**config.mk**
```make
export PLATFORM = sky130hd
export DESIGN_NAME = add_rs_scheduler
export DESIGN_NICKNAME = d
export VERILOG_FILES = /design/src/rtl/add_rs_scheduler.sv
export SDC_FILE = /design/constraint.sdc
export NUM_CORES = 1
export LEC_CHECK = 0
export ABC_AREA = 0
export CAP_MARGIN = 30
export CORE_MARGIN = 3
export CORE_UTILIZATION = 38
export CTS_CLUSTER_DIAMETER = 150
export CTS_CLUSTER_SIZE = 28
export DETAILED_ROUTE_END_ITERATION = 16
export GPL_ROUTABILITY_DRIVEN = 0
export PLACE_DENSITY = 0.86
export SLEW_MARGIN = 20
export SYNTH_ARGS = -nofsm -noshare
export SYNTH_HDL_FRONTEND = slang
export SYNTH_SLANG_ARGS = --single-unit
export TNS_END_PERCENT = 5
```
**constraint.sdc**
```tcl
create_clock -name clk -period 2.15 [get_ports clk]
set_input_delay 0.3225 -clock clk [delete_from_list [all_inputs] [get_ports clk]]
set_output_delay 0.3225 -clock clk [all_outputs]
set_load 0.02 [all_outputs]
```
**src/rtl/add_rs_scheduler.sv**
```systemverilog
// rtl/add_rs_scheduler.sv - allocation, CDB snoop and age-ordered issue control for the ADD reservation stations
module add_rs_scheduler #(
    parameter int NUM_RS    = 3,
    parameter int TAG_WIDTH = 3
) (
    input  logic                          clk,
    input  logic                          rst_n,
    input  logic                          flush,
    input  logic                          alloc_valid_i,
    output logic                          alloc_ready_o,
    input  logic [TAG_WIDTH-1:0]          alloc_Qj_i,
    input  logic [TAG_WIDTH-1:0]          alloc_Qk_i,
    input  logic                          alloc_Vj_valid_i,
    input  logic                          alloc_Vk_valid_i,
    output logic                          alloc_fwd_j_o,
    output logic                          alloc_fwd_k_o,
    output logic [NUM_RS-1:0]             alloc_ld_o,
    input  logic [NUM_RS*TAG_WIDTH-1:0]   rs_Qj_i,
    input  logic [NUM_RS*TAG_WIDTH-1:0]   rs_Qk_i,
    input  logic [NUM_RS-1:0]             rs_Vj_valid_i,
    input  logic [NUM_RS-1:0]             rs_Vk_valid_i,
    input  logic                          cdb_valid_i,
    input  logic [TAG_WIDTH-1:0]          cdb_tag_i,
    output logic [NUM_RS-1:0]             cap_j_o,
    output logic [NUM_RS-1:0]             cap_k_o,
    output logic [NUM_RS-1:0]             busy_ld_o,
    output logic [NUM_RS-1:0]             busy_val_o,
    output logic                          fu_valid_o,
    input  logic                          fu_ready_i,
    output logic [$clog2(NUM_RS)-1:0]     fu_sel_o
);
    localparam int SEL_W = $clog2(NUM_RS);

    typedef enum logic {FREE = 1'b0, WAIT = 1'b1} state_t;

    state_t            state [NUM_RS];
    logic [NUM_RS-1:0] older [NUM_RS];
    logic [NUM_RS-1:0] older_nxt [NUM_RS];

    logic [NUM_RS-1:0] busy, ready, cand, victim_oh, issue_oh;
    logic              do_issue;

    always_comb begin
        busy      = '0;
        ready     = '0;
        cand      = '0;
        victim_oh = '0;
        fu_sel_o  = '0;
        for (int i = 0; i < NUM_RS; i++) begin
            busy[i]  = (state[i] == WAIT);
            ready[i] = busy[i] & rs_Vj_valid_i[i] & rs_Vk_valid_i[i];
        end
        // An entry is a candidate when no other ready entry is older than it.
        for (int i = 0; i < NUM_RS; i++) begin
            cand[i] = ready[i];
            for (int j = 0; j < NUM_RS; j++)
                if (ready[j] && older[j][i]) cand[i] = 1'b0;
        end
        for (int i = NUM_RS - 1; i >= 0; i--) begin
            if (!busy[i]) begin
                victim_oh    = '0;
                victim_oh[i] = 1'b1;
            end
            if (cand[i]) fu_sel_o = SEL_W'(i);
        end
    end

    assign alloc_ready_o = |(~busy);
    assign fu_valid_o    = (|ready) && !flush;
    assign do_issue      = fu_valid_o && fu_ready_i;
    assign alloc_ld_o    = (alloc_valid_i && alloc_ready_o && !flush) ? victim_oh : '0;
    assign busy_ld_o     = alloc_ld_o | issue_oh;
    assign busy_val_o    = alloc_ld_o;

    assign alloc_fwd_j_o = alloc_valid_i && cdb_valid_i && !alloc_Vj_valid_i
                           && (cdb_tag_i == alloc_Qj_i) && !flush;
    assign alloc_fwd_k_o = alloc_valid_i && cdb_valid_i && !alloc_Vk_valid_i
                           && (cdb_tag_i == alloc_Qk_i) && !flush;

    always_comb begin
        cap_j_o  = '0;
        cap_k_o  = '0;
        issue_oh = '0;
        for (int i = 0; i < NUM_RS; i++) begin
            cap_j_o[i]  = cdb_valid_i && busy[i] && !rs_Vj_valid_i[i] && !flush
                          && (rs_Qj_i[i*TAG_WIDTH +: TAG_WIDTH] == cdb_tag_i);
            cap_k_o[i]  = cdb_valid_i && busy[i] && !rs_Vk_valid_i[i] && !flush
                          && (rs_Qk_i[i*TAG_WIDTH +: TAG_WIDTH] == cdb_tag_i);
            issue_oh[i] = do_issue && (fu_sel_o == SEL_W'(i));
        end
    end

    // Issue clearing is applied last so a same-cycle alloc never marks the leaving entry older.
    always_comb begin
        for (int i = 0; i < NUM_RS; i++) begin
            for (int j = 0; j < NUM_RS; j++) begin
                older_nxt[i][j] = older[i][j];
                if (alloc_ld_o[j] && busy[i]) older_nxt[i][j] = 1'b1;
                if (alloc_ld_o[i])            older_nxt[i][j] = 1'b0;
                if (issue_oh[i] || issue_oh[j]) older_nxt[i][j] = 1'b0;
            end
        end
    end

    always_ff @(posedge clk or negedge rst_n) begin
        if (!rst_n) begin
            for (int i = 0; i < NUM_RS; i++) begin
                state[i] <= FREE;
                older[i] <= '0;
            end
        end else if (flush) begin
            for (int i = 0; i < NUM_RS; i++) begin
                state[i] <= FREE;
                older[i] <= '0;
            end
        end else begin
            for (int i = 0; i < NUM_RS; i++) begin
                if (alloc_ld_o[i])    state[i] <= WAIT;
                else if (issue_oh[i]) state[i] <= FREE;
                older[i] <= older_nxt[i];
            end
        end
    end
endmodule
```
==> results.txt <==
Outcome: finished, violations left
Failing checks: setup timing
Placement Cell Area: 1910 um2
Via count: 1301
Share of cells above drive strength 1: 0.316
Syn Area/Cell: 8.48 um2
Commonest cells after routing, fill and taps aside: 38 x clkdlybuf4s50_1, 37 x buf_4, 22 x xnor2_1, 13 x nand2_1, 12 x dfrtp_1
Chip width: 58.6 um
DP Cell Count: 241
Worst slew pin tran: 603 ps
Setup ws final: -184 ps
Root Buffer: clkbuf_4
Final Instance Area: 1940 um2
H-tree depth: 1
GRT Total Usage: 0.233
Combinational Power Share: 0.468
Vias in the first global route: 1401
Initial core utilization: 0.413
#FFs+latches synth: 12
DR iter-0 viols: 36
Flop pwr share: 0.306
Initial antenna violation count: 0
Antenna cells: 0
Synth cell types: 36
Commonest non-fill, non-tap cell in the layout: clkdlybuf4s50_1
I/O pins: 62
Clk slew on worst S/H paths: 80 ps
Final min period: 2330 ps
Pwr per Cell Area: 424 nW/um2
Avg WL per Cell: 15.8 um
Post-synth EDFFs: 0
Via/cell ratio: 5.31
Finished Layout Cells: 245
NumNets Final: 257
Data arrival, critical path: 2010 ps
Routed Wire Length: 3860 um
Synthesized Nets: 165
Core area: 2540 um2
PortBufs: 61
Setup slack, reg-to-reg: 320 ps
Final Util: 0.764
Total gr overflow: 0
ANT nets after route: 0
Critical Path RT: 1830 ps
CTS Buf Count: 3
CTS Sinks: 12
TritonRoute pass-1 iters: 4
Top FF cell, synth: dfrtp_1
CP max FO: 3
Internal: 0.000552 W
Ys async rst share: 1.00
CP Launch Type: input port
Setup_tns: -536 ps
WS Path Type: input port to output pin
Max cap viols: 0
Seq/Total Area, Yosys: 0.286
Maximum root-to-sink buffer count: 2
Max VDD drop: 0.402 mV
Sw Ratio: 0.331
First-pass GRT wire length: 6180 um
Die H: 58.6 um
Slew headroom: 0.597
P_sw: 0.000273 W
Clock network fraction of total power: 0.227
Max Clk Rate: 0.428 GHz
Period utilisation layout: 1.09
# setup viols final: 5
RSZ-0062 raised after global routing: yes
Slew Limit Fails: 0
P&R area growth vs syn: 85.0%
Synthesis Warnings: 0
Worst Hold Class: input port to async pin
Clk_lat worst skew: 280 ps
Post-synthesis cell count: 124
TritonCTS clock tree: built
Pin count of the biggest net entering global routing: 13
Clk_skew: 1.23 ps
HPWL Detailed: 3210 um
CP Capture Type: output pin
Row count: 18
DRC viols: 0
Final hold viol count: 0
Leakage: 0.935 nW
Full die area: 3430 um2
Pre-CTS setup slack: -619 ps
Mapped Area: 1050 um2
cell usage after synthesis (2+ instances only):
cell type,instances,area [um2]
buf_4,3,22.5
inv_1,3,11.3
a21oi_1,4,20.0
nor2_1,8,30.0
nor4_1,2,12.5
nand2_1,13,48.8
xnor2_1,22,193
nor2b_1,4,25.0
o21ai_0,2,10.0
nand2b_1,2,12.5
nand4b_1,2,17.5
dfrtp_1,12,300
nor3b_1,2,15.0
nand3_1,8,40.0
xor2_1,2,17.5
nor3_1,8,40.0
and3_2,3,22.5
buf_6,2,22.5
clkbuf_1,5,18.8
cell type report:
cell class | instances | area, um2
multi-input cells | 99 | 712
flip-flops and latches | 12 | 300
well taps | 30 | 37.5
fillers | 179 | 601
repair buffers | 97 | 847
inverters | 3 | 11.3
clock buffers | 4 | 36.3
through the flow:
stage,total power [W],hold slack (ps)
after floorplan,0.000429,26.9
after global placement,0.000626,486
after detailed placement,0.000641,509
after CTS,0.000816,426
after global routing,0.000865,455
final,0.000824,417
worst max-delay path, cell delays in order:
cell	delay (ps)
clkdlybuf4s50_1	420
and3_4	210
a221o_2	370
and4b_2	280
buf_4	160
clkdlybuf4s15_2	240
worst paths after layout:
kind | startpoint | to | cells after the start
hold reg to reg | older[4] | older[4] | 1
setup / recovery | rs_Vk_valid_i[0] | fu_sel_o[1] | 6
setup reg to reg | busy[0] | busy[0] | 6
hold / removal | rst_n | older[3] | 1
min in group clk | flush | older[6] | 3
max in group asynchronous | rst_n | older[6] | 1
logic make-up after synthesis:
| kind of cell | synth area share |
|---|---|
| flops | 0.286 |
| buf+inv | 0.0714 |
| compound gates | 0.126 |
| xor+xnor | 0.200 |
| simple gates | 0.317 |
per-layer routing:
metal / part of all wire / routed length [um] / global-route usage
met5: 0 / 0 / 0
met4: 0.045 / 174 / 0.0874
met3: 0.11 / 427 / 0.0724
met2: 0.49 / 1900 / 0.416
met1: 0.35 / 1360 / 0.257
state kept, by name, indices dropped and copies added (netlist names):
register	cells
older	9
busy	3
power by group through the flow:
stage,Clock (W),Combinational [W],Sequential (W)
6_report,0.000187,0.000386,0.000252
5_1_grt,0.000199,0.000412,0.000255
4_1_cts,0.000184,0.000380,0.000252
3_5_place_dp,0,0.000386,0.000255
3_3_place_gp,0,0.000371,0.000255
2_1_floorplan,0,0.000173,0.000256
what timing repair did:
action / 4_1_cts / 5_1_grt
resized for setup: 37 / 25
hold buffers: 0 / 0
setup endpoints to repair: 20 / 18
pin swaps: 2 / 0
cloned: 0 / 0
endpoints found under the hold margin: 0 / 0
buffers inserted: 0 / 0
Note: power is estimated with default switching activity, not from simulation.
